## config.mk

```make
export PLATFORM = sky130hd
export DESIGN_NAME = serial_pair_adder_ctrl
export DESIGN_NICKNAME = d
export VERILOG_FILES = /design/src/rtl/serial_pair_adder_ctrl.sv
export SDC_FILE = /design/constraint.sdc
export NUM_CORES = 1
export LEC_CHECK = 0
export BUFFER_PORTS_ARGS = -buffer_cell sky130_fd_sc_hd__buf_2
export CORE_ASPECT_RATIO = 0.75
export CORE_UTILIZATION = 25
export CTS_BUF_LIST = sky130_fd_sc_hd__clkbuf_8
export DETAILED_ROUTE_END_ITERATION = 16
export GPL_TIMING_DRIVEN = 0
export PLACE_DENSITY = 0.39
export SYNTH_ARGS = -nofsm -noshare
export SYNTH_HDL_FRONTEND = slang
export SYNTH_SLANG_ARGS = --single-unit
```

## constraint.sdc

```tcl
create_clock -name clk -period 4.1 [get_ports clk]
set_input_delay 0 -clock clk [delete_from_list [all_inputs] [get_ports clk]]
set_output_delay 0 -clock clk [all_outputs]
set_load 0.02 [all_outputs]
```

## src/rtl/serial_pair_adder_ctrl.sv

```systemverilog
// serial_pair_adder_ctrl
//
// Adds two WIDTH-bit unsigned operands two bits per clock. A single 2-bit
// adder slice is time-shared across the word, and a registered carry links
// consecutive slices. The block uses a start/busy/done handshake. The final
// sum and carry-out sit in output registers that change only when an
// operation completes.
//
// Ports:
//   clk   - system clock, rising-edge active
//   rst   - asynchronous, active-high reset
//   start - request an addition (sampled only while idle)
//   a, b  - operands, captured on the edge that accepts start
//   busy  - high while slices are being processed
//   done  - one-cycle pulse when sum/co have just been updated
//   sum   - registered result, (a+b) mod 2^WIDTH
//   co    - registered carry-out of the full-width addition
module serial_pair_adder_ctrl #(
  parameter int WIDTH = 8  // even, >= 2
) (
  input  logic             clk,
  input  logic             rst,
  input  logic             start,
  input  logic [WIDTH-1:0] a,
  input  logic [WIDTH-1:0] b,
  output logic             busy,
  output logic             done,
  output logic [WIDTH-1:0] sum,
  output logic             co
);

  localparam int SLICES = WIDTH / 2;
  // Keep the counter at least one bit wide so that WIDTH=2 still elaborates.
  localparam int CNT_W  = (SLICES > 1) ? $clog2(SLICES) : 1;

  typedef enum logic [1:0] {
    IDLE = 2'd0,
    RUN  = 2'd1,
    DONE = 2'd2
  } state_t;

  state_t           state_reg;
  logic [WIDTH-1:0] a_sh_reg;
  logic [WIDTH-1:0] b_sh_reg;
  logic [WIDTH-1:0] acc_reg;
  logic             carry_reg;
  logic [CNT_W-1:0] cnt_reg;
  logic [WIDTH-1:0] sum_reg;
  logic             co_reg;

  // The 2-bit adder slice that is shared by every bit pair.
  logic [2:0]       slice_sum;
  logic [WIDTH-1:0] acc_next;
  logic             last_slice;

  assign slice_sum  = {1'b0, a_sh_reg[1:0]} + {1'b0, b_sh_reg[1:0]} + {2'b00, carry_reg};
  assign last_slice = (cnt_reg == CNT_W'(SLICES - 1));

  // Merge this cycle's slice into the accumulator at bit pair cnt. The merged
  // value also feeds sum directly on the final edge, so the last slice does
  // not have to wait an extra cycle in acc_reg.
  for (genvar gi = 0; gi < SLICES; gi++) begin : g_acc
    assign acc_next[2*gi +: 2] = (cnt_reg == CNT_W'(gi)) ? slice_sum[1:0]
                                                          : acc_reg[2*gi +: 2];
  end

  always_ff @(posedge clk or posedge rst) begin
    if (rst) begin
      state_reg <= IDLE;
      a_sh_reg  <= '0;
      b_sh_reg  <= '0;
      acc_reg   <= '0;
      carry_reg <= 1'b0;
      cnt_reg   <= '0;
      sum_reg   <= '0;
      co_reg    <= 1'b0;
    end else begin
      case (state_reg)
        IDLE: begin
          if (start) begin
            a_sh_reg  <= a;
            b_sh_reg  <= b;
            acc_reg   <= '0;
            carry_reg <= 1'b0;
            cnt_reg   <= '0;
            state_reg <= RUN;
          end
        end
        RUN: begin
          acc_reg   <= acc_next;
          carry_reg <= slice_sum[2];
          a_sh_reg  <= a_sh_reg >> 2;
          b_sh_reg  <= b_sh_reg >> 2;
          cnt_reg   <= cnt_reg + 1'b1;
          if (last_slice) begin
            sum_reg   <= acc_next;
            co_reg    <= slice_sum[2];
            state_reg <= DONE;
          end
        end
        DONE: begin
          state_reg <= IDLE;
        end
        default: begin
          state_reg <= IDLE;
        end
      endcase
    end
  end

  assign busy = (state_reg == RUN);
  assign done = (state_reg == DONE);
  assign sum  = sum_reg;
  assign co   = co_reg;

endmodule
```

# Word level (Yosys, flattened, before mapping)

Index checks and enable logic that the tools add are counted.

Bits in registers: 38
Bits of input ports: 19
Output and inout port bits: 11
Word-level logic and storage cells: 41

Add/sub/neg operators: 3
Equal/unequal tests: 7
Muxes and demuxes: 17
Reductions and logical operators: 6

Operators by type and width:

| cell                | number |
|---|---|
| $pmux 8 s2          | 3 |
| $mux 8              | 3 |
| $mux 2              | 7 |
| $pmux 2 s2          | 2 |
| $eq 2x2->1 const B  | 3 |
| $reduce_and 2->1    | 3 |
| $eq 2x1->1 const B  | 2 |
| $logic_not 2->1     | 2 |
| $add 2x2->3         | 1 |
| $add 3x1->3         | 1 |
| $add 2x1->2 const B | 1 |
| $ne 2x1->1 const B  | 1 |
| $ne 2x2->1 const B  | 1 |
| $pmux 1 s2          | 1 |
| $reduce_bool 2->1   | 1 |
| $mux 1              | 1 |

# Logic depth before layout (Yosys ltp)

Gate-level depths: netlist of run 1.

Word-level depth: 4
Depth in mapped cells: 6
Depth with buffers taken out: 6

# Least setup slack after synthesis of run 1

No wires, ideal clock.

Path type: reg-to-reg
Start: register a_sh_reg[0]
End: register acc_reg[3]
Setup time: 0.090 ns
Arrival time: 1.766 ns
Slack: 2.244 ns
Stages on the path, launching flop included: 6
Period minus slack after synthesis: 1.856 ns
Path through: dfrtp_1 inv_1 fa_1 fa_1 or2_2 o221ai_1

Longest elaborated chain between the ends: 4

Ends and longest elaborated chain:

| what                   | line | RTL |
|---|---|---|
| from (decl)            | 43   | `logic [WIDTH-1:0] a_sh_reg;` |
| from (signal assigned) | 92   | `a_sh_reg <= a_sh_reg >> 2;` |
| $add 2x2->3            | 56   | `assign slice_sum = {1'b0, a_sh_reg[1:0]} + {1'b0, b_sh_reg[1:0]} + {2'b00, carry_reg};` |
| $add 3x1->3            | 56   |  |
| $mux 2                 | 63   | `assign acc_next[2*gi +: 2] = (cnt_reg == CNT_W'(gi)) ? slice_sum[1:0]` |
| $pmux 8 s2             | 78   | `case (state_reg)` |
| to (signal assigned)   | 90   | `acc_reg <= acc_next;` |
| to (decl)              | 45   | `logic [WIDTH-1:0] acc_reg;` |

No other way between the ends.
A chain may end at the register's enable or synchronous reset.

# Worst setup path after layout of run 1

Start: register a_sh_reg[0]
End: register acc_reg[5]

The elaborated chain is that of the path after synthesis.

==> results.yml, run 1 <==
synth:
  synth.most_common_cell: "dfrtp_1"
  synth_top_area_frac: 0.508
  avgSynthCellArea_um2: 10.1
  synth.distinct_cells: 29
  ys_top_cells_by_area: "dfrtp_1 (51%), nand2_1 (6.8%), o21ai_0 (5.6%)"
  yosysTopAreaCell: "dfrtp_1"
  netlist_area_mm2: 0.00177
  synth_edf_count: 0
  synthArstFlopShare: 1.00
  ys_warn_count: 0
  netlist_instances: 175
  synthTopCellsByCount: "dfrtp_1 (36), nand2_1 (32), o21ai_0 (20)"
  synth_seq_area_share: 0.508
  ys_ff_latch: 36
  synth_nets: 200
  synth_flop_cell: "dfrtp_1"
critical_path:
  worstPathMaxFanout: 5
  worstPathRequired_ns: 4.29
  crit_end: "acc_reg[5]$_DFFE_PP0P_"
  worst-setup-path-type: "flip-flop to flip-flop"
  r2r_cells: 5
  r2r_setup_slack_ns: 2.04
  end_kind: "flip-flop"
  crit_path_start: "a_sh_reg[0]$_DFFE_PP0P_"
  r2r_start: "a_sh_reg[0]$_DFFE_PP0P_"
  rr_endpoint: "acc_reg[5]$_DFFE_PP0P_"
  arrival_ns: 2.25
  critPathLaunchType: "flip-flop"
detailed_routing:
  wirelength_mm: 4.20
  wl_per_cell_um: 14.0
  drtIter0Drc: 48
  dr.pass1.iters: 4
  via_per_inst: 4.53
  drcViolationCount: 0
  vias: 1365
  antenna_left: 0
placement:
  hpwl_mm: 3.00
  dp.cells: 288
  io_buffers: 29
  gp_congestion: 0.669
global_route:
  antenna_found_initial: 0
  grt.met2_usage: 0.175
  top_usage_layer: "met1"
  grtUsageMet3: 0.0316
  grt_start_max_net_pins: 37
  grt_use_met1: 0.187
  grt_pass1_wl_mm: 6.98
  overflow: 0
  track_usage: 0.126
  first_global_vias: 1321
hold_path:
  hold_path_class: "input pin to flip-flop"
  whs_path_depth: 3
floorplan:
  core_mm2: 0.00683
  ios: 30
  die_width_um: 99.2
  fp.dieH_um: 74.9
  initial_utilization: 0.260
  rows: 26
  dieArea_mm2: 0.00744
timing:
  tns_ns: 0
  hold_viol_final: 0
  tightest_slew_ns: 0.787
  finalClockSkew_ns: 0.00751
  min_period_ns: 2.06
  max_freq_mhz: 485
  setup_viol: 0
  hold_slack_ns: 0.0574
  fin_crit_sh: 0.503
  rsz0062_at_grt: "false"
  slew_viol_final: 0
  relSlewSlack: 0.474
cts:
  cts_tree: "yes"
  h-tree-depth: 2
  clk_pin_slew_worst_paths_ns: 0.08
  cts.sink_count: 36
  ctsRootBufferMaster: "clkbuf_8"
  cts-resized-gates: 0
  clock_latency_ns: 0.29
  cts_buffers: 5
  clockBufferDepth: 2
layout:
  area_growth_pct: 22.4
  fin_util: 0.318
  fillers: 715
  nets: 241
  final_layout_size_suffix_gt1_frac: 0.253
  instances_no_fill: 301
  antennaDiodeCount: 0
run_status:
  status: "finished clean"
power_and_ir_drop:
  design_power_total_mw: 1.74
  p_leak_nw: 1.02
  powerDensity_mw_per_mm2: 801
  ir_worst_vdd_mv: 0.209
run:
  maxCapViolCount: 0
-- layout make-up --
cell class,instances,area (µm²),share of cell area
well taps,84,105,0.0484
multi-input cells,113,734,0.339
plain buffers,11,81.3,0.0375
clock inverters,2,13.8,0.00634
clock buffers,6,82.6,0.0381
repair buffers,34,195,0.0900
flip-flops and latches,36,901,0.415
inverters,15,56.3,0.0260
-- routing by layer --
metal | wire length (µm) | vias to the layer above
li1 | - | 692
met1 | 2300 | 647
met2 | 1730 | 22
met3 | 140 | 4
met4 | 40 | 0
met5 | 0 | -
-- repair_timing --
action,4_1_cts,5_1_grt
setup buffers,0,0
hold buffers,5,0
endpoints found under the hold margin,40,0
-- where the power goes --
part / switching [mW] / internal (mW)
clock network: 0.135 / 0.137
logic: 0.516 / 0.358
registers: 0.0828 / 0.510
total: 0.734 / 1.01
-- kinds of logic after synthesis --
kind of cell | synth area share
buf+inv | 0.0776
simple gates | 0.162
flops | 0.508
fa+ha+maj | 0.0508
compound gates | 0.202
-- worst max-delay path, stage by stage (launching register included) --
cell and delay, ns:
dfrtp_1 0.36, inv_1 0.07, fa_1 0.43, fa_1 0.55
or2_2 0.36, o221ai_1 0.21
-- worst min path at each step --
stage / start / end
final: a[4] / a_sh_reg[4]$_DFFE_PP0P_
after global routing: a[1] / a_sh_reg[1]$_DFFE_PP0P_
after CTS: a[4] / a_sh_reg[4]$_DFFE_PP0P_
after detailed placement: rst / a_sh_reg[2]$_DFFE_PP0P_
after global placement: a[7] / a_sh_reg[7]$_DFFE_PP0P_
after floorplan: a[7] / a_sh_reg[7]$_DFFE_PP0P_
-- through the flow --
step           cell area, µm²  setup WS (ns)
3_3_place_gp             2020           2.03
2_1_floorplan            1770           2.24
4_1_cts                  2170           2.01
3_5_place_dp             2020           2.05
5_1_grt                  2170           1.92
6_report                 2170           2.04
-- cells in the final DEF, fill, tap and decap left out, types with 2 or more instances in the layout --
cell type,instances
o21ai_0,20
dlygate4sd3_1,5
inv_1,14
nand2_1,32
nor2b_1,3
ha_1,4
nor4b_1,2
a22o_1,3
dfrtp_1,36
a221oi_1,2
clkbuf_8,6
nor2_1,7
buf_6,4
o21a_1,4
or2_2,2
fa_1,2
buf_2,34
o221a_1,5
nor2_2,3
o221ai_1,5
nand3b_1,8
a32oi_1,4
(Power assumes the default switching activity.)
==> run 2: changes to the inputs <==
==> constraint.sdc (replaced) <==
create_clock -name clk -period 1.96 [get_ports clk]
set_input_delay 0 -clock clk [delete_from_list [all_inputs] [get_ports clk]]
set_output_delay 0 -clock clk [all_outputs]
set_load 0.02 [all_outputs]
==> run 2 against run 1 <==
Against the previous run: sequential cell count unchanged; wire length up 0.71%; worst setup slack worse by 1.9 ns; clock-buffer cell count unchanged; global-route usage about the same; power up 120%; combinational power up 120%; largest power group unchanged; final cell count up 0.66%; core utilization up 0.38 points; non-clock buffer count up 2; die area unchanged; critical path depth up 2.
==> results.yml, run 2 (synthesis gave the netlist of run 1 again) <==
run_status:
  status: "finished clean"
critical_path:
  end_kind: "flip-flop"
  r2r_cells: 7
  worst-setup-path-type: "flip-flop to flip-flop"
  worstPathMaxFanout: 3
  worstPathRequired_ns: 2.12
  arrival_ns: 2.01
  rr_endpoint: "sum[5]$_DFFE_PP0P_"
  r2r_setup_slack_ns: 0.12
  r2r_start: "a_sh_reg[0]$_DFFE_PP0P_"
  critPathLaunchType: "flip-flop"
hold_path:
  hold_path.startpoint: "a[4]"
  whs_path_depth: 3
  whs_endpoint: "a_sh_reg[4]$_DFFE_PP0P_"
  hold_path_class: "input pin to flip-flop"
cts:
  ctsRootBufferMaster: "clkbuf_8"
  cts.sink_count: 36
  clock_latency_ns: 0.29
  h-tree-depth: 2
  clk_pin_slew_worst_paths_ns: 0.08
  cts_buffers: 5
  cts_tree: "yes"
  clockBufferDepth: 2
detailed_routing:
  drtIter0Drc: 54
  via_per_inst: 4.59
  wirelength_mm: 4.23
  drcViolationCount: 0
  vias: 1391
  antenna_left: 0
  dr.pass1.iters: 4
  wl_per_cell_um: 14.0
timing:
  max_freq_mhz: 542
  hold_viol_final: 0
  fin_crit_sh: 0.941
  setup_viol: 0
  relSlewSlack: 0.471
  tns_ns: 0
  rsz0062_at_grt: "false"
  hold_slack_ns: 0.0556
  min_period_ns: 1.84
  finalClockSkew_ns: 0.00839
  slew_viol_final: 0
  tightest_slew_ns: 0.792
layout:
  nets: 243
  final_area_mm2: 0.00220
  layout_commonest_cell: "dfrtp_1"
  instances_no_fill: 303
  final_cell_mix: "dfrtp_1 (36), buf_2 (34), nand2_1 (32), o21ai_0 (19), inv_1 (14)"
  final_layout_size_suffix_gt1_frac: 0.274
  area_growth_pct: 23.9
  antennaDiodeCount: 0
global_route:
  grt_start_max_net_pins: 37
  antenna_found_initial: 0
  track_usage: 0.126
  overflow: 0
  first_global_vias: 1321
  grt_pass1_wl_mm: 7.00
floorplan:
  initial_utilization: 0.260
  core_mm2: 0.00683
  fp.dieH_um: 74.9
  rows: 26
  die_width_um: 99.2
  dieArea_mm2: 0.00744
  ios: 30
power_and_ir_drop:
  powerDensity_mw_per_mm2: 1720
  ir_worst_vdd_mv: 0.445
  p_leak_nw: 1.02
  design_power_total_mw: 3.78
run:
  maxCapViolCount: 0
placement:
  dp.cells: 288
  gp_congestion: 0.669
  hpwl_mm: 3.00
  place_area_mm2: 0.00202
  io_buffers: 29
[run 2: layer usage]
layer  GRT usage  routed length, µm
met1       0.190               2290
met2       0.174               1710
met3      0.0316                203
met4      0.0441                 40
met5           0                  0
[run 2: stage by stage]
stage	util	setup WS [ns]
4_1_cts	0.320	0.0311
5_1_grt	0.321	0.0177
2_1_floorplan	-	0.104
3_3_place_gp	0.296	-0.111
6_report	0.321	0.116
3_5_place_dp	0.296	-0.0877
[run 2: final cells by class]
class,count,area (µm²)
buffer,11,81.3
sequential,36,901
clock inverter,2,13.8
inverter,15,56.3
clock buffer,6,82.6
fill,714,4640
tap,84,105
multi-input combinational,113,746
timing repair buffer,36,210
[run 2: report_power, final]
part / internal (mW) / total (mW) / switching [mW]
registers: 1.07 / 1.24 / 0.174
clock network: 0.288 / 0.573 / 0.286
logic: 0.844 / 1.96 / 1.12
total: 2.20 / 3.78 / 1.58
[run 2: how the worst max path moves through the flow]
stage                            start                endpoint  slack [ns]  depth (start not counted)
2_1_floorplan  a_sh_reg[0]$_DFFE_PP0P_  acc_reg[3]$_DFFE_PP0P_        0.10                          5
3_3_place_gp   a_sh_reg[0]$_DFFE_PP0P_  acc_reg[5]$_DFFE_PP0P_       -0.11                          5
3_5_place_dp   a_sh_reg[0]$_DFFE_PP0P_  acc_reg[5]$_DFFE_PP0P_       -0.09                          5
4_1_cts        a_sh_reg[0]$_DFFE_PP0P_      sum[1]$_DFFE_PP0P_        0.03                          7
5_1_grt        a_sh_reg[0]$_DFFE_PP0P_      sum[1]$_DFFE_PP0P_        0.02                          7
6_report       a_sh_reg[0]$_DFFE_PP0P_      sum[5]$_DFFE_PP0P_        0.12                          7
[run 2: worst max-delay path, cell delays in order, from the launching register on]
cell and delay, ns:
dfrtp_1 0.35, inv_1 0.07, fa_2 0.38, fa_2 0.57, buf_4 0.14, nand2_1 0.05, o21ai_0 0.08, o21ai_0 0.09
[run 2: what timing repair did]
action,in CTS,in global routing
setup endpoints to repair,3,4
hold endpoints to repair,40,0
pin swaps,1,1
hold buffers,5,0
buffers inserted,1,1
gates resized for setup,3,2
